==> src/rtl/alu_seq_pkg.sv <==
// Shared types and constants for the ALU sequencer: FSM states, ALU func codes,
// branch codes, the default start PC and a saturating-increment helper.
`timescale 1ns/1ps
package alu_seq_pkg;

    typedef enum logic [2:0] {
        ST_IDLE   = 3'd0,
        ST_FETCH  = 3'd1,
        ST_DECODE = 3'd2,
        ST_EXEC   = 3'd3,
        ST_MEM    = 3'd4,
        ST_WB     = 3'd5,
        ST_HALTED = 3'd6
    } seq_state_e;

    // OP=0 func codes (IR[7:4])
    localparam logic [3:0] FN_ADD  = 4'b0000;
    localparam logic [3:0] FN_MOV  = 4'b0001;
    localparam logic [3:0] FN_HALT = 4'b0010;
    localparam logic [3:0] FN_SUB  = 4'b0011;
    localparam logic [3:0] FN_AND  = 4'b0100;
    localparam logic [3:0] FN_OR   = 4'b0101;
    localparam logic [3:0] FN_SLL  = 4'b0110;
    localparam logic [3:0] FN_SRL  = 4'b0111;
    localparam logic [3:0] FN_XOR  = 4'b1000;
    localparam logic [3:0] FN_NOT  = 4'b1001;
    localparam logic [3:0] FN_BEZR = 4'b1010;
    localparam logic [3:0] FN_SW   = 4'b1011;
    localparam logic [3:0] FN_LW   = 4'b1100;

    // OP=1 func codes (IR[7:6])
    localparam logic [1:0] FI_SETI = 2'b00;
    localparam logic [1:0] FI_SLIZ = 2'b01;
    localparam logic [1:0] FI_SLTI = 2'b10;

    localparam logic [1:0] BR_NONE = 2'b00;
    localparam logic [1:0] BR_FWD  = 2'b01;
    localparam logic [1:0] BR_BWD  = 2'b10;

    localparam int SEQ_START_PC = 0;

    function automatic logic [15:0] sat_inc16(input logic [15:0] v);
        return (v == 16'hFFFF) ? v : v + 16'd1;
    endfunction

endpackage

==> src/rtl/alu_sequencer_if.sv <==
// Bus between the sequencer (master) and the CPU datapath / instruction memory (slave).
// Counter signals exist only when SEQ_PERF_COUNT_EN is defined.
`timescale 1ns/1ps
interface alu_sequencer_if #(parameter int PC_W = 8);
    logic            Start;
    logic [8:0]      Instr;
    logic [7:0]      AluOut;
    logic [1:0]      AluZero;
    logic            AluCarry;
    logic [PC_W-1:0] PC;
    logic            InstrRd;
    logic            AluOp;
    logic [3:0]      AluFunc;
    logic [3:0]      RegAddr;
    logic [7:0]      Imm;
    logic            ImmSel;
    logic            AccWe;
    logic            RegWe;
    logic            MemRe;
    logic            MemWe;
    logic            CarryFlag;
    logic            Done;
`ifdef SEQ_PERF_COUNT_EN
    logic [15:0]     CycleCnt;
    logic [15:0]     InstrCnt;
`endif

    modport master (
        input  Start, Instr, AluOut, AluZero, AluCarry,
        output PC, InstrRd, AluOp, AluFunc, RegAddr, Imm, ImmSel,
        output AccWe, RegWe, MemRe, MemWe, CarryFlag, Done
`ifdef SEQ_PERF_COUNT_EN
        , output CycleCnt, InstrCnt
`endif
    );

    modport slave (
        output Start, Instr, AluOut, AluZero, AluCarry,
        input  PC, InstrRd, AluOp, AluFunc, RegAddr, Imm, ImmSel,
        input  AccWe, RegWe, MemRe, MemWe, CarryFlag, Done
`ifdef SEQ_PERF_COUNT_EN
        , input CycleCnt, InstrCnt
`endif
    );
endinterface

==> src/rtl/alu_seq_decode.sv <==
// Combinational instruction decoder: IR[8:4] -> ALU controls and per-instruction class flags.
`timescale 1ns/1ps
module alu_seq_decode
    import alu_seq_pkg::*;
(
    input  logic [8:4] ir_hi,
    output logic       alu_op,
    output logic [3:0] alu_func,
    output logic       imm_sel,
    output logic       wr_acc,
    output logic       wr_reg,
    output logic       is_mem_rd,
    output logic       is_mem_wr,
    output logic       is_halt,
    output logic       is_branch,
    output logic       is_carry
);

    // Illegal codes fall through to the defaults and behave as a NOP
    always_comb begin
        alu_op    = ir_hi[8];
        imm_sel   = ir_hi[8];
        alu_func  = 4'd0;
        wr_acc    = 1'b0;
        wr_reg    = 1'b0;
        is_mem_rd = 1'b0;
        is_mem_wr = 1'b0;
        is_halt   = 1'b0;
        is_branch = 1'b0;
        is_carry  = 1'b0;
        if (ir_hi[8]) begin
            alu_func = {2'b00, ir_hi[7:6]};
            case (ir_hi[7:6])
                FI_SETI, FI_SLIZ, FI_SLTI: wr_acc = 1'b1;
                default:                   wr_acc = 1'b0;
            endcase
        end else begin
            alu_func = ir_hi[7:4];
            case (ir_hi[7:4])
                FN_ADD, FN_SLL: begin
                    wr_acc   = 1'b1;
                    is_carry = 1'b1;
                end
                FN_MOV:  wr_reg = 1'b1;
                FN_HALT: is_halt = 1'b1;
                FN_SUB, FN_AND, FN_OR, FN_SRL, FN_XOR, FN_NOT: wr_acc = 1'b1;
                FN_BEZR: is_branch = 1'b1;
                FN_SW:   is_mem_wr = 1'b1;
                FN_LW: begin
                    is_mem_rd = 1'b1;
                    wr_acc    = 1'b1;
                end
                default: wr_acc = 1'b0;
            endcase
        end
    end

endmodule

==> src/rtl/alu_sequencer.sv <==
// Multi-cycle fetch/decode/exec/mem/wb controller owning PC, IR and the carry flag.
// Optional cycle/instruction counters are built when SEQ_PERF_COUNT_EN is defined.
`timescale 1ns/1ps
module alu_sequencer
    import alu_seq_pkg::*;
#(
    parameter int PC_W     = 8,
    parameter int START_PC = SEQ_START_PC
)(
    input  logic           CLK,
    input  logic           Reset,
    alu_sequencer_if.master bus
);

    localparam logic [PC_W-1:0] PC_INIT = PC_W'(START_PC);
    localparam logic [PC_W-1:0] PC_ONE  = PC_W'(1'b1);

    seq_state_e      state_r;
    logic [PC_W-1:0] pc_r;
    logic [8:0]      ir_r;
    logic            carry_r;
    logic [PC_W-1:0] pc_next_s;
    logic            exec_s;
    logic            wb_s;
    logic            ctrl_s;

    logic       dec_alu_op_s;
    logic [3:0] dec_alu_func_s;
    logic       dec_imm_sel_s;
    logic       dec_wr_acc_s;
    logic       dec_wr_reg_s;
    logic       dec_mem_rd_s;
    logic       dec_mem_wr_s;
    logic       dec_halt_s;
    logic       dec_branch_s;
    logic       dec_carry_s;

    alu_seq_decode u_decode (
        .ir_hi     (ir_r[8:4]),
        .alu_op    (dec_alu_op_s),
        .alu_func  (dec_alu_func_s),
        .imm_sel   (dec_imm_sel_s),
        .wr_acc    (dec_wr_acc_s),
        .wr_reg    (dec_wr_reg_s),
        .is_mem_rd (dec_mem_rd_s),
        .is_mem_wr (dec_mem_wr_s),
        .is_halt   (dec_halt_s),
        .is_branch (dec_branch_s),
        .is_carry  (dec_carry_s)
    );

    // Next PC taken at WB exit; AluZero=11 is treated like "not taken"
    always_comb begin
        pc_next_s = pc_r + PC_ONE;
        if (dec_branch_s) begin
            case (bus.AluZero)
                BR_FWD:  pc_next_s = pc_r + PC_W'(bus.AluOut);
                BR_BWD:  pc_next_s = pc_r - PC_W'(bus.AluOut);
                BR_NONE: pc_next_s = pc_r + PC_ONE;
                default: pc_next_s = pc_r + PC_ONE;
            endcase
        end else begin
            pc_next_s = pc_r + PC_ONE;
        end
    end

    // Sequencer state, PC, IR and carry flag
    always_ff @(posedge CLK or negedge Reset) begin
        if (!Reset) begin
            state_r <= ST_IDLE;
            pc_r    <= PC_INIT;
            ir_r    <= 9'd0;
            carry_r <= 1'b0;
        end else begin
            case (state_r)
                ST_IDLE, ST_HALTED: begin
                    if (bus.Start) begin
                        state_r <= ST_FETCH;
                        pc_r    <= PC_INIT;
                        carry_r <= 1'b0;
                    end
                end
                ST_FETCH: state_r <= ST_DECODE;
                ST_DECODE: begin
                    ir_r    <= bus.Instr;
                    state_r <= ST_EXEC;
                end
                ST_EXEC: begin
                    if (dec_halt_s)        state_r <= ST_HALTED;
                    else if (dec_mem_rd_s) state_r <= ST_MEM;
                    else                   state_r <= ST_WB;
                end
                ST_MEM: state_r <= ST_WB;
                ST_WB: begin
                    if (dec_carry_s) carry_r <= bus.AluCarry;
                    pc_r    <= pc_next_s;
                    state_r <= ST_FETCH;
                end
                default: state_r <= ST_IDLE;
            endcase
        end
    end

    assign exec_s = (state_r == ST_EXEC);
    assign wb_s   = (state_r == ST_WB);
    assign ctrl_s = exec_s || wb_s || (state_r == ST_MEM);

    assign bus.PC        = pc_r;
    assign bus.InstrRd   = (state_r == ST_FETCH);
    assign bus.Done      = (state_r == ST_HALTED);
    assign bus.CarryFlag = carry_r;
    assign bus.AluOp     = ctrl_s & dec_alu_op_s;
    assign bus.AluFunc   = ctrl_s ? dec_alu_func_s : 4'd0;
    assign bus.RegAddr   = ctrl_s ? ir_r[3:0] : 4'd0;
    assign bus.Imm       = ctrl_s ? {2'b00, ir_r[5:0]} : 8'd0;
    assign bus.ImmSel    = ctrl_s & dec_imm_sel_s;
    assign bus.MemRe     = exec_s & dec_mem_rd_s;
    assign bus.MemWe     = exec_s & dec_mem_wr_s;
    assign bus.AccWe     = wb_s & dec_wr_acc_s;
    assign bus.RegWe     = wb_s & dec_wr_reg_s;

`ifdef SEQ_PERF_COUNT_EN
    logic [15:0] cycle_cnt_r;
    logic [15:0] instr_cnt_r;

    // Saturating run counters, cleared whenever a new run starts
    always_ff @(posedge CLK or negedge Reset) begin
        if (!Reset) begin
            cycle_cnt_r <= 16'd0;
            instr_cnt_r <= 16'd0;
        end else if (state_r == ST_IDLE || state_r == ST_HALTED) begin
            if (bus.Start) begin
                cycle_cnt_r <= 16'd0;
                instr_cnt_r <= 16'd0;
            end
        end else begin
            cycle_cnt_r <= sat_inc16(cycle_cnt_r);
            if (exec_s) instr_cnt_r <= sat_inc16(instr_cnt_r);
        end
    end

    assign bus.CycleCnt = cycle_cnt_r;
    assign bus.InstrCnt = instr_cnt_r;
`endif

endmodule

==> src/flat_wrapper.sv <==
// flat-port wrapper written by rule: the top's interface ports become plain ports
module alu_sequencer_flat import alu_seq_pkg::*;
#(
    parameter int PC_W     = 8,
    parameter int START_PC = SEQ_START_PC
)
  (CLK, Reset, bus_Start, bus_Instr, bus_AluOut, bus_AluZero, bus_AluCarry, bus_PC, bus_InstrRd, bus_AluOp, bus_AluFunc, bus_RegAddr, bus_Imm, bus_ImmSel, bus_AccWe, bus_RegWe, bus_MemRe, bus_MemWe, bus_CarryFlag, bus_Done);
  alu_sequencer_if #(.PC_W(PC_W)) bus_i ();
  input  logic CLK;
  input  logic Reset;
  input wire logic [$bits(bus_i.Start)-1:0] bus_Start;
  input wire logic [$bits(bus_i.Instr)-1:0] bus_Instr;
  input wire logic [$bits(bus_i.AluOut)-1:0] bus_AluOut;
  input wire logic [$bits(bus_i.AluZero)-1:0] bus_AluZero;
  input wire logic [$bits(bus_i.AluCarry)-1:0] bus_AluCarry;
  output wire logic [$bits(bus_i.PC)-1:0] bus_PC;
  output wire logic [$bits(bus_i.InstrRd)-1:0] bus_InstrRd;
  output wire logic [$bits(bus_i.AluOp)-1:0] bus_AluOp;
  output wire logic [$bits(bus_i.AluFunc)-1:0] bus_AluFunc;
  output wire logic [$bits(bus_i.RegAddr)-1:0] bus_RegAddr;
  output wire logic [$bits(bus_i.Imm)-1:0] bus_Imm;
  output wire logic [$bits(bus_i.ImmSel)-1:0] bus_ImmSel;
  output wire logic [$bits(bus_i.AccWe)-1:0] bus_AccWe;
  output wire logic [$bits(bus_i.RegWe)-1:0] bus_RegWe;
  output wire logic [$bits(bus_i.MemRe)-1:0] bus_MemRe;
  output wire logic [$bits(bus_i.MemWe)-1:0] bus_MemWe;
  output wire logic [$bits(bus_i.CarryFlag)-1:0] bus_CarryFlag;
  output wire logic [$bits(bus_i.Done)-1:0] bus_Done;
  assign bus_i.Start = bus_Start;
  assign bus_i.Instr = bus_Instr;
  assign bus_i.AluOut = bus_AluOut;
  assign bus_i.AluZero = bus_AluZero;
  assign bus_i.AluCarry = bus_AluCarry;
  assign bus_PC = bus_i.PC;
  assign bus_InstrRd = bus_i.InstrRd;
  assign bus_AluOp = bus_i.AluOp;
  assign bus_AluFunc = bus_i.AluFunc;
  assign bus_RegAddr = bus_i.RegAddr;
  assign bus_Imm = bus_i.Imm;
  assign bus_ImmSel = bus_i.ImmSel;
  assign bus_AccWe = bus_i.AccWe;
  assign bus_RegWe = bus_i.RegWe;
  assign bus_MemRe = bus_i.MemRe;
  assign bus_MemWe = bus_i.MemWe;
  assign bus_CarryFlag = bus_i.CarryFlag;
  assign bus_Done = bus_i.Done;
  alu_sequencer #(.PC_W(PC_W), .START_PC(START_PC)) u_core (.CLK(CLK), .Reset(Reset), .bus(bus_i));
endmodule
==> config.mk <==
export PLATFORM = sky130hd
export DESIGN_NAME = alu_sequencer_flat
export DESIGN_NICKNAME = d
export VERILOG_FILES = /design/src/rtl/alu_seq_pkg.sv /design/src/rtl/alu_sequencer_if.sv /design/src/rtl/alu_seq_decode.sv /design/src/rtl/alu_sequencer.sv /design/src/flat_wrapper.sv
export SDC_FILE = /design/constraint.sdc
export NUM_CORES = 1
export LEC_CHECK = 0
export CORE_ASPECT_RATIO = 0.7
export CORE_MARGIN = 10
export CORE_UTILIZATION = 43
export DETAILED_ROUTE_END_ITERATION = 8
export PLACE_DENSITY = 0.79
export SETUP_SLACK_MARGIN = 0.05
export SKIP_CTS_REPAIR_TIMING = 1
export SYNTH_ARGS = -nofsm -noshare
export SYNTH_HDL_FRONTEND = slang
export SYNTH_SLANG_ARGS = --single-unit
export TNS_END_PERCENT = 30
==> constraint.sdc <==
create_clock -name CLK -period 1.8 [get_ports CLK]
set_input_delay 0.36 -clock CLK [delete_from_list [all_inputs] [get_ports CLK]]
set_output_delay 0.36 -clock CLK [all_outputs]
set_load 0.005 [all_outputs]
Yosys cells after proc, flatten, opt, wreduce, memory -nomap -nowiden
Index checks and enable logic that the tools add are counted.

Register bits: 21. Bits in latches: 0. Bits in writable memories: 0. Memory bits (read-only): 0. Bits of input ports: 23. Logic and storage cells: 78. Memories kept: 0.

$add $sub $neg: 3. Multiply operators: 0. Div/mod/pow operators: 0. $lt $le $gt $ge: 0. Equality and inequality tests: 24. Shift operators: 0. Mux-type cells: 30. Bitwise operators: 5. Reduce and logical (&&, ||, !) cells: 12.

Operator list (number): $pmux 8 s2 (2); $eq 4x4->1 const B (5); $mux 1 (18); $pmux 3 s6 (1); $eq 4x3->1 const B (4); $mux 8 (2); $mux 4 (3); $eq 3x3->1 const B (3); $reduce_or 9->1 (1); $add 8x1->8 const B (1); $add 8x8->8 (1); $eq 4x2->1 const B (2); $sub 8x8->8 (1); $eq 3x2->1 const B (2); $mux 3 (2); $mux 6 (1); $and 1x1->1 (5); $eq 2x1->1 const B (2); $eq 2x2->1 const B (2); $eq 4x1->1 const B (1); $logic_not 4->1 (1); $ne 2x2->1 const B (2); $reduce_or 2->1 (2); $eq 3x1->1 const B (1); other kinds (8) (9).

Depth between registers and ports, before layout
Gate-level depths: netlist of the first run.

Depth after elaboration: 6. Gate-level depth with buffers: 11. Gate-level depth less buffers: 11.

Cells and area by module
From an unflattened synthesis of the first run, not the netlist that was laid out.

Cell total of the unflattened synthesis: 231. Area total of the unflattened synthesis: 1948.1 sq um.

By module, submodules not included: alu_sequencer (times used 1, cells an instance 205, area an instance 1766.7 sq um, seq. area each 525.5 sq um); alu_seq_decode (times used 1, cells an instance 26, area an instance 181.4 sq um, seq. area each 0.0 sq um).

Worst setup path after synthesis of the first run
No wires, ideal clock.

Path type: input to register. Start point: in bus_AluZero[0]. End point: reg u_core.pc_r[7] (netlist: u_core.bus.PC[7]). Setup time: 0.138 ns. Data arrival time: 2.278 ns. Slack: -0.615 ns. Cell stages on the path: 11. Path through: inv_1 -> ha_1 -> mux2_2 -> inv_1 -> ha_1 -> nand2b_1 -> a21oi_1 -> or4_1 -> a31oi_1 -> xnor2_1 -> o221ai_1.

Word-level cells in the longest chain between the ends: 4. Elaborated cells between the ends (all ways): 5. Classes of those cells: 2 x eq/ne; 3 x mux.

Ends and longest elaborated chain: start: declaration (RTL line flat_wrapper.sv:14) `input wire logic [$bits(bus_i.AluZero)-1:0] bus_AluZero;`; $eq 2x2->1 or $eq 2x1->1 (tied branches) (RTL line alu_sequencer.sv:56) `case (bus.AluZero)`; $pmux 8 s2 * (RTL line alu_sequencer.sv:56); $mux 8 * (RTL line alu_sequencer.sv:55) `if (dec_branch_s) begin`; $pmux 8 s2 * (RTL line alu_sequencer.sv:75) `case (state_r)`; end signal: assignment (RTL line alu_sequencer.sv:96) `pc_r <= pc_next_s;`; end: declaration (RTL line alu_sequencer.sv:19) `logic [PC_W-1:0] pc_r;`.

Mark *: on every way between the ends. The rest lies on a longest branch, timed or not. A chain may end at the register's enable or synchronous reset.

Worst setup path in the final report of the first run
Start point: in bus_AluOut[0]. End point: reg u_core.pc_r[7] (netlist: u_core.bus.PC[7]).

Word-level cells in the longest chain between the ends: 4. Elaborated cells between the ends (all ways): 5. Classes of those cells: 2 x add/sub; 3 x mux.

Ends and longest elaborated chain: start: declaration (RTL line flat_wrapper.sv:13) `input wire logic [$bits(bus_i.AluOut)-1:0] bus_AluOut;`; $sub 8x8->8 or $add 8x8->8 (tied branches) (RTL line alu_sequencer.sv:58, alu_sequencer.sv:57); $pmux 8 s2 * (RTL line alu_sequencer.sv:56); $mux 8 * (RTL line alu_sequencer.sv:55); $pmux 8 s2 * (RTL line alu_sequencer.sv:75).

Marked as above.

==> impl_metrics.json, run 1 <==
{
  "crit_arrival_ns": 2.43,
  "ys_types": 52,
  "vias": 1987,
  "ys_top_cells_by_area": "dfrtp_1, ha_1, xnor2_1, o21ai_1, mux2_1",
  "placeableCoreArea_um2": 4040,
  "clock_skew_ns": 0.00643,
  "required_ns": 1.94,
  "die_x_um": 98.5,
  "startpoint_type": "input pin",
  "htree_num_levels": 1,
  "min_path_type": "in2async",
  "ir_drop_v": 0.000976,
  "placement.io_buffers": 53,
  "ys.flop_type": "dfrtp_1",
  "drtAntennaViolNets": 0,
  "cts_buffers": 3,
  "cts_sinks": 21,
  "power.density_nw_per_um2": 1280,
  "fmax_mhz": 436,
  "final_core_util_pct": 76.7,
  "hold_violations": 0,
  "stdcell_count": 373,
  "crit_type": "in2reg",
  "drive_gt1_share_pct": 41.1,
  "drc": 0,
  "grt_pass1_wl_um": 9350,
  "maxCapViolCount": 0,
  "synth_edf_count": 0,
  "dp.cells": 362,
  "rsz0062_at_grt": "true",
  "rows": 19,
  "postSynth.asyncResetShare_pct": 100,
  "post_drt_wl_per_cell_um": 17.7,
  "die_area_um2": 7390,
  "drtIter0Drc": 103,
  "root_buffer": "clkbuf_8",
  "yosysWarnings": 0,
  "timing.final.ws_setup_ns": -0.495,
  "slowest_stage": "or4_4",
  "cp_max_fo": 2,
  "crit_chain": "clkbuf_2 -> buf_6 -> nor3_4 -> nor2_1 -> xnor2_1 -> ha_1 -> o21ai_2 -> a21oi_4 -> or4_4 -> a31oi_4 -> xnor2_1 -> o221ai_1",
  "fin_crit_ns": 2.29,
  "antenna_cells": 0,
  "p_leak_uw": 0.00147,
  "die_y_um": 75.0,
  "syn_area_um2": 1860,
  "synth_top_cell_area_share_pct": 28.3,
  "hpwl_um": 4610,
  "end_kind": "register",
  "vias_per_cell": 5.33,
  "place.gp.congestion": 0.839,
  "top_level_ports": 56,
  "ctsLongestPathBuffers": 2,
  "fin_nets": 356,
  "violations": "negative setup slack",
  "final.period_utilization_pct": 127,
  "antenna_found_initial": 0,
  "max_stage_delay_ns": 0.43,
  "clk_latency_ns": 0.26,
  "firstDrtPassIters": 4,
  "crit_top_cell": "xnor2_1",
  "start_util_pct": 45.9,
  "clk_pin_slew_ns": 0.08,
  "ys_seq_area_share_pct": 28.3,
  "dpl_worst_slack_ns": -1.22,
  "grt_max_degree": 22,
  "grt-ovfl-total": 0,
  "routed_wl_um": 6590,
  "track_usage_pct": 15.1,
  "finalSetupViolCount": 16,
  "status": "finished with violations",
  "slew_viol_final": 0,
  "ys_ff_latch": 21,
  "avgSynthCellArea_um2": 8.40,
  "grt_pass1_vias": 1878,
  "postSynthCellCount": 221,
  "areaGrowthSynthToFinish_pct": 67.0,
  "synth.largest_area_cell": "dfrtp_1",
  "cts_tree": "yes"
}
==> layer usage <==
metal / vias to the layer above / global-route usage [%] / share of wire, %
met4: 0 / 3.49 / 1.8
met2: 56 / 25.9 / 49
met3: 17 / 3.29 / 4.8
met5: - / 0 / 0
met1: 952 / 19.1 / 44
li1: 962 / - / -
==> cell usage after synthesis, types with 2 or more instances <==
master,count
or2_1,2
nor2b_1,4
and3_4,2
and2_1,7
nor3_1,6
or4_1,2
xnor2_1,11
nand3b_1,3
nor3b_1,6
nand2b_1,10
nand2_1,12
buf_6,2
mux2i_1,2
buf_4,7
dfrtp_1,21
o21ai_1,18
o311ai_1,2
buf_2,3
nor2_1,19
clkbuf_1,4
ha_1,10
o21ai_0,3
inv_1,10
a21oi_1,10
a31oi_1,7
mux2_1,8
xor2_1,2
nand3_1,4
==> cells by family after synthesis <==
logic type	Yosys count	share of synthesized area, %
buffers and inverters	28	8.09
xor gates and xnor gates	13	6.13
AOI/OAI and AO/OA	49	15.5
and+or+nand+nor	87	27.4
DFF	21	28.3
adders and majority gates	11	7.82
other	1	0.202
muxes	11	6.54
==> layout make-up <==
type,instances,area (um2)
multi-input cells,173,1430
repair buffers,112,973
fillers,267,941
flip-flops and latches,21,527
well taps,52,65.1
inverters,11,58.8
clock buffers,4,45.0
==> power breakdown <==
part	internal (uW)	switching [uW]	total, uW
registers	649	175	825
clock network	158	157	315
logic	1510	1320	2840
==> critical path: cells and delay by family <==
| kind | cells | cell delay (ns) |
|---|---|---|
| buf+inv | 2 | 0.22 |
| fa+ha+maj | 1 | 0.29 |
| compound gates | 4 | 0.49 |
| xor+xnor | 2 | 0.33 |
| simple gates | 3 | 0.73 |
==> state kept, by name (all words and copies together) (netlist names) <==
| register | flops |
|---|---|
| u_core.bus.PC | 8 |
| u_core.ir_r | 9 |
| u_core.state_r | 3 |
| u_core.bus.CarryFlag | 1 |
==> path summary, 6_finish.rpt <==
check | slack, ns | start | endpoint | depth (start not counted)
setup / recovery | -0.49 | bus_AluOut[0] | u_core.bus.PC[7]$_DFFE_PN0P_ | 12
hold / removal | 0.44 | Reset | u_core.bus.PC[7]$_DFFE_PN0P_ | 2
setup reg to reg | -0.22 | u_core.bus.PC[2]$_DFFE_PN0P_ | u_core.bus.PC[7]$_DFFE_PN0P_ | 7
hold reg to reg | 0.49 | u_core.ir_r[1]$_DFFE_PN0P_ | u_core.ir_r[1]$_DFFE_PN0P_ | 1
max in group asynchronous | 1.11 | Reset | u_core.ir_r[8]$_DFFE_PN0P_ | 2
min in group CLK | 0.49 | u_core.ir_r[1]$_DFFE_PN0P_ | u_core.ir_r[1]$_DFFE_PN0P_ | 1
==> cells in the final DEF (no fill, tap or decap), types with 8 or more instances in the layout <==
cell             count
mux2_1               8
o21ai_1             16
nor2_1              13
clkdlybuf4s50_1     26
nand2_1             10
buf_4               51
xnor2_1              9
buf_6               16
dfrtp_1             20
a21oi_1              8
==> stage by stage <==
step / power (uW) / setup TNS, ns / cell area [um2] / hold slack [ns]
after floorplan: 2110 / -0.841 / 1940 / 0.0644
after global placement: 3120 / -8.85 / 2820 / 0.459
after detailed placement: 3210 / -9.44 / 2820 / 0.469
after CTS: 3540 / -13.79 / 2860 / 0.457
after global routing: 4260 / -4.45 / 3100 / 0.475
final: 3980 / -2.89 / 3100 / 0.442
(Power assumes the default switching activity.)
==> inputs of run 2 (changes only) <==
--- a/config.mk
+++ b/config.mk
@@ -5,7 +5,7 @@
 export SDC_FILE = /design/constraint.sdc
 export NUM_CORES = 1
 export LEC_CHECK = 0
-export CORE_ASPECT_RATIO = 0.7
+export CORE_ASPECT_RATIO = 1.5
 export CORE_MARGIN = 10
 export CORE_UTILIZATION = 43
 export DETAILED_ROUTE_END_ITERATION = 8
==> impl_metrics.json, run 2 (synthesis gave the netlist of run 1 again) <==
{
  "largest_reg_flops": 9,
  "p_total_uw": 3820,
  "fin_nets": 348,
  "hold_violations": 0,
  "placed_area_um2": 2790,
  "cts_buffers": 3,
  "crit_type": "in2reg",
  "cts_sinks": 21,
  "htree_num_levels": 1,
  "slew_viol_final": 0,
  "placeableCoreArea_um2": 4210,
  "rsz0062_at_grt": "true",
  "finalSetupViolCount": 8,
  "drtIter0Drc": 40,
  "drive_gt1_share_pct": 40.6,
  "vias": 1897,
  "clk_pin_slew_ns": 0.08,
  "slowest_stage": "or4_4",
  "fmax_mhz": 447,
  "mostFrequentLayoutCells": "buf_4, clkdlybuf4s50_1, dfrtp_1, o21ai_1, buf_6",
  "required_ns": 1.93,
  "die_x_um": 73.7,
  "setup_tns_ns": -1.55,
  "start_util_pct": 44.1,
  "status": "finished with violations",
  "track_usage_pct": 14.6,
  "rows": 29,
  "crit_chain": "buf_6 -> buf_8 -> inv_12 -> ha_4 -> mux2_4 -> inv_2 -> ha_4 -> nand2b_4 -> a21oi_2 -> or4_4 -> a31oi_4 -> xnor2_1 -> o221ai_1",
  "startpoint_type": "input pin",
  "violations": "negative setup slack",
  "max_stage_delay_ns": 0.44,
  "clock_skew_ns": 0.00430,
  "areaGrowthSynthToFinish_pct": 61.9,
  "firstDrtPassIters": 4,
  "maxCapViolCount": 0,
  "vias_per_cell": 5.28,
  "hpwl_um": 4230,
  "die_y_um": 100,
  "critPathTopFamily": "simple AND/OR/NAND/NOR gates",
  "p_leak_uw": 0.00143,
  "fin_crit_ns": 2.24,
  "final_core_util_pct": 71.4,
  "root_buffer": "clkbuf_8",
  "crit_buf_inv": 4,
  "antenna_cells": 0,
  "post_drt_wl_per_cell_um": 15.5,
  "timing.final.ws_setup_ns": -0.436,
  "routed_wl_um": 5570,
  "crit_top_cell": "ha_4",
  "grt_pass1_wl_um": 8850,
  "grt_pass1_vias": 2034,
  "top_level_ports": 56,
  "top_register": "u_core.ir_r",
  "ir_drop_v": 0.00103,
  "place.gp.congestion": 0.870,
  "die_area_um2": 7400,
  "placement.io_buffers": 53,
  "min_path_type": "in2async",
  "final.period_utilization_pct": 124,
  "drc": 0,
  "final_common_cell": "buf_4",
  "design_area_um2": 3010,
  "cts_tree": "yes",
  "end_kind": "register",
  "grt-ovfl-total": 0,
  "grt_max_degree": 22,
  "power.density_nw_per_um2": 1270,
  "clk_latency_ns": 0.26,
  "crit_arrival_ns": 2.37,
  "ctsLongestPathBuffers": 2,
  "holdWs_ns": 0.440,
  "drtAntennaViolNets": 0,
  "antenna_found_initial": 0,
  "ff2ff_setup_slack_ns": -0.13,
  "cp_max_fo": 3
}
run 2: cell type report:
type	count	area, um2
sequential	21	527
tap	46	57.6
clock buffer	4	45.0
inverter	11	56.3
multi-input combinational	173	1400
fill	314	1200
timing repair buffer	104	926
run 2: path summary, 6_finish.rpt:
kind	to	start	cells after the start
max	u_core.bus.PC[7]$_DFFE_PN0P_	bus_AluOut[1]	13
min	u_core.bus.PC[1]$_DFFE_PN0P_	Reset	2
max reg2reg	u_core.bus.PC[7]$_DFFE_PN0P_	u_core.bus.PC[2]$_DFFE_PN0P_	7
min reg2reg	u_core.ir_r[2]$_DFFE_PN0P_	u_core.ir_r[2]$_DFFE_PN0P_	1
max in group asynchronous	u_core.ir_r[6]$_DFFE_PN0P_	Reset	2
min in group CLK	u_core.ir_r[2]$_DFFE_PN0P_	u_core.ir_r[2]$_DFFE_PN0P_	1
run 2: where the power goes:
group	total (uW)	switching (uW)	internal [uW]	leakage (uW)
combinational	2670	1200	1470	0.00114
clock	314	156	158	0.0000228
sequential	837	188	649	0.000265
total	3820	1550	2280	0.00143
run 2: metal layers:
layer / global-route usage [%] / routed length [um] / vias up
met5: 0 / 0 / -
met4: 5.47 / 91 / 0
met3: 6.11 / 520 / 10
met2: 26.2 / 2870 / 53
met1: 14.1 / 2090 / 882
li1: - / - / 952
run 2: metrics by stage:
step | worst slack (ns) | cells
after floorplan | -0.479 | 222
after global placement | -1.18 | 354
after detailed placement | -1.25 | 354
after CTS | -0.966 | 358
after global routing | -0.494 | 359
final | -0.436 | 359
==> inputs of run 3 (changes only) <==
--- a/config.mk
+++ b/config.mk
@@ -10,6 +10,7 @@
 export CORE_UTILIZATION = 43
 export DETAILED_ROUTE_END_ITERATION = 8
 export PLACE_DENSITY = 0.79
+export REMOVE_ABC_BUFFERS = 1
 export SETUP_SLACK_MARGIN = 0.05
 export SKIP_CTS_REPAIR_TIMING = 1
 export SYNTH_ARGS = -nofsm -noshare
==> impl_metrics.json, run 3 (synthesis gave the netlist of run 1 again) <==
{
  "grt_pass1_wl_um": 8420,
  "routed_wl_um": 5680,
  "mostFrequentLayoutCells": "buf_4, clkdlybuf4s50_1, dfrtp_1, o21ai_1",
  "violations": "negative setup slack",
  "min_path_type": "in2async",
  "end_kind": "register",
  "power.density_nw_per_um2": 1260,
  "dp.cells": 352,
  "fin_nets": 348,
  "cts_buffers": 3,
  "fmax_mhz": 429,
  "drive_gt1_share_pct": 35.1,
  "top_level_ports": 56,
  "finalSetupViolCount": 11,
  "ctsLongestPathBuffers": 2,
  "largest_reg_flops": 9,
  "final_common_cell": "buf_4",
  "antenna_found_initial": 0,
  "maxCapViolCount": 0,
  "die_y_um": 100,
  "antenna_cells": 0,
  "grt_pass1_vias": 1937,
  "rows": 29,
  "dpl_worst_slack_ns": -1.19,
  "post_drt_wl_per_cell_um": 15.8,
  "die_area_um2": 7400,
  "final.period_utilization_pct": 130,
  "top_register": "u_core.ir_r",
  "cts_sinks": 21,
  "ff2ff_setup_slack_ns": -0.29,
  "track_usage_pct": 13.6,
  "status": "finished with violations",
  "hold_violations": 0,
  "ir_drop_v": 0.00106,
  "placement.io_buffers": 53,
  "crit_top_cell": "xnor2_1",
  "vias_per_cell": 5.29,
  "grt-ovfl-total": 0,
  "clk_latency_ns": 0.26,
  "crit_arrival_ns": 2.46,
  "htree_num_levels": 1,
  "grt_max_degree": 22,
  "hpwl_um": 4130,
  "r2r_start": "u_core.bus.PC[2]$_DFFE_PN0P_",
  "stdcell_count": 359,
  "slowest_stage": "or4_1",
  "areaGrowthSynthToFinish_pct": 58.9,
  "final_core_util_pct": 70.1,
  "place.gp.congestion": 0.839,
  "clk_pin_slew_ns": 0.08,
  "drc": 0,
  "crit_type": "in2reg",
  "clock_skew_ns": 0.00800,
  "timing.final.ws_setup_ns": -0.532,
  "firstDrtPassIters": 4,
  "p_leak_uw": 0.00141,
  "holdWs_ns": 0.440,
  "reg2reg_depth": 7,
  "required_ns": 1.93,
  "r2r-end": "u_core.bus.PC[7]$_DFFE_PN0P_",
  "cp_max_fo": 3,
  "max_stage_delay_ns": 0.56,
  "drtIter0Drc": 68,
  "placeableCoreArea_um2": 4210,
  "drtAntennaViolNets": 0,
  "fin_crit_ns": 2.33,
  "startpoint_type": "input pin",
  "slew_viol_final": 0,
  "rsz0062_at_grt": "true",
  "cts_tree": "yes",
  "vias": 1898,
  "crit_chain": "buf_8 -> buf_6 -> nor3_4 -> nor2_1 -> xnor2_1 -> ha_1 -> o21ai_2 -> a21oi_2 -> or4_1 -> a31oi_1 -> xnor2_1 -> o221ai_1",
  "die_x_um": 73.7,
  "setup_tns_ns": -2.85,
  "root_buffer": "clkbuf_8",
  "start_util_pct": 44.1
}
-- run 3: changes by cell type in the layout (fill, tap and decap cells not counted), sizes merged --
cell	change
clkinv	+1
buf	-8
clkdlybuf4s50	+4
clkbuf	+4
dlymetal6s2s	-1
-- run 3: how the worst max path moves through the flow --
stage | start | end | slack (ns) | cells after the start
2_1_floorplan | bus_AluZero[0] | u_core.bus.PC[7]$_DFFE_PN0P_ | -0.62 | 11
3_3_place_gp | bus_AluZero[1] | u_core.bus.PC[7]$_DFFE_PN0P_ | -1.10 | 11
3_5_place_dp | bus_AluOut[0] | u_core.bus.PC[7]$_DFFE_PN0P_ | -1.19 | 12
4_1_cts | bus_AluOut[0] | u_core.bus.PC[7]$_DFFE_PN0P_ | -0.90 | 12
5_1_grt | bus_AluOut[0] | u_core.bus.PC[7]$_DFFE_PN0P_ | -0.61 | 12
6_report | bus_AluOut[0] | u_core.bus.PC[7]$_DFFE_PN0P_ | -0.53 | 12
-- run 3: report_power, final --
group          internal, uW  switching [uW]
clock network           154             161
registers               646             177
logic                  1420            1150
total                  2230            1480
-- run 3: final cells by class --
type	count	area, um2
Clock buffer	3	41.3
Clock inverter	1	5.00
Fill cell	311	1260
Inverter	11	43.8
Multi-Input combinational cell	173	1340
Sequential cell	21	526
Tap cell	46	57.6
Timing Repair Buffer	104	933
-- run 3: critical path, delay by kind of cell --
kind,cells,cell delay [ns]
buf+inv,2,0.21
xor+xnor,2,0.27
fa+ha+maj,1,0.33
compound gates,4,0.48
simple gates,3,0.82
-- run 3: through the flow --
step / area [um2] / power [uW]
2_1_floorplan: 1750 / 1890
3_3_place_gp: 2700 / 3070
3_5_place_dp: 2700 / 3120
4_1_cts: 2750 / 3470
5_1_grt: 2950 / 4000
6_report: 2950 / 3710
-- run 3: routing by layer --
layer  global-route usage [%]  vias up  wire, um
met3                     4.34        8       354
met1                     14.1      891      2200
met2                     24.8       52      3040
li1                         -      947         -
met5                        0        -         0
met4                     3.60        0        85
==> RTL edit, RTL diff (settings of run 2) <==
Re-encode `seq_state_e` (7 states) as one-hot, 7 bits wide.
--- a/src/rtl/alu_seq_pkg.sv
+++ b/src/rtl/alu_seq_pkg.sv
@@ -4,12 +4,12 @@
 package alu_seq_pkg;
 
-    typedef enum logic [2:0] {
-        ST_IDLE   = 3'd0,
-        ST_FETCH  = 3'd1,
-        ST_DECODE = 3'd2,
-        ST_EXEC   = 3'd3,
-        ST_MEM    = 3'd4,
-        ST_WB     = 3'd5,
-        ST_HALTED = 3'd6
+    typedef enum logic [6:0] {
+        ST_IDLE   = 7'b0000001,
+        ST_FETCH  = 7'b0000010,
+        ST_DECODE = 7'b0000100,
+        ST_EXEC   = 7'b0001000,
+        ST_MEM    = 7'b0010000,
+        ST_WB     = 7'b0100000,
+        ST_HALTED = 7'b1000000
     } seq_state_e;
 
Behaviour: no difference found for any inputs over 10 cycles, from zero or initial values and one cycle with Reset low; not proved beyond that.
==> RTL edit against run 2 <==
The flow still finishes with violations (negative setup slack); count of clock-buffer cells in the layout unchanged; sequential cell count increased by 4; global-route usage increased by 0.41 points; final area increased by 17%; total power decreased by 23%; utilization increased by 6.2 points; non-clock buffer count increased by 19; largest power group unchanged; combinational power decreased by 35%; clock power increased by 11%; synthesized cell count increased by 4.1%; largest cell class unchanged; worst setup slack got worse by 0.089 ns; wire length increased by 22%; area after synthesis increased by 8.4%.
==> RTL edit: results (changes against run 2) <==
| Metric | Value |
|---|---|
| Status | finished, violations left |
| Failing checks | negative setup slack |
| Design area | 3530 um2 (+17%) |
| Synth area leaders | dfrtp_1 30%, ha_1 6.2%, mux2_2 5.6% |
| Reg power frac | 29.3% (+7.4 points) |
| Worst R2R Path Depth | 4 (-3) |
| Post-synthesis xor/xnor area fraction | 6.53% (+0.39 points) |
| CP Launch Point | u_core.state_r[6]$_DFFE_PN0P_ |
| LEAKAGE | 1.68 nW (+18%) |
| Worst hold margin | 0.452 ns (+0.0120 ns) |
| Avg WL per Cell | 16.9 um (+8.7%) |
| Worst-path maximum fanout | 5 (+2) |
| Layout Nets | 374 (+7.5%) |
| Synth Area in Compound Gates | 15.0% (-0.52 points) |
| Hpwl dp | 4.73 mm (+12%) |
| GRT Total Usage | 15.0% (+0.41 points) |
| Largest net degree at the start of global routing | 26 (+18%) |
| Final wirelength | 6.80 mm (+22%) |
| Adder-Cell Fraction of Synth Area | 7.21% (-0.61 points) |
| Final setup viols | 40 (+32) |
| Distinct cells, synth | 54 (+3.8%) |
| DP Cell Count | 388 (+9.6%) |
| Final worst setup slack | -0.525 ns (-0.0891 ns) |
| Fillers | 297 (-5.4%) |
| Synth top cells by count | 24 x dfrtp_1, 19 x nor2_1, 15 x inv_1, 14 x a21oi_1 |
| Seq group | 0.861 mW (+2.9%) |
| Initial DRC count | 52 (+30%) |
| DP Area | 3040 um2 (+8.8%) |
| Clock net power | 0.349 mW (+11%) |
| RR Endpoint | u_core.bus.PC[6]$_DFFE_PN0P_ |
| Avg Cell Area, Syn | 8.75 um2 (+4.2%) |
| FF-to-FF Start | u_core.ir_r[5]$_DFFE_PN0P_ |
## RTL edit: cell count changes in the layout (fill, tap and decap cells not counted), sizes merged, moves of 5 or more
cell	before	now
o22ai	1	6
o21ai	21	7
clkbuf	6	15
buf	69	80
nand2b	10	1
## RTL edit: metal layers
metal  up-vias  global-route usage (%)  routed length [um]
met1      1005                    14.8                2350
met2        80                    26.4                3680
met3        17                    5.83                 542
met5         -                       0                   0
li1       1025                       -                   -
met4         0                    5.87                 223
## RTL edit: cells by family (layout without fill, tap and decap cells)
kind of cell	after synthesis	in the layout
other	1	2
XOR/XNOR	15	15
adder cells (fa/ha/maj)	11	11
buffers and inverters	34	142
AND/OR/NAND/NOR	83	83
AO/OA/AOI/OAI	47	47
multiplexers	14	14
flip-flops	25	25
## RTL edit: area by class of cell
class | instances | share of cell area, %
clock buffers | 4 | 1.28
inverters | 15 | 2.31
multi-input cells | 172 | 45.2
flip-flops and latches | 25 | 17.9
well taps | 64 | 2.27
repair buffers | 123 | 31.1
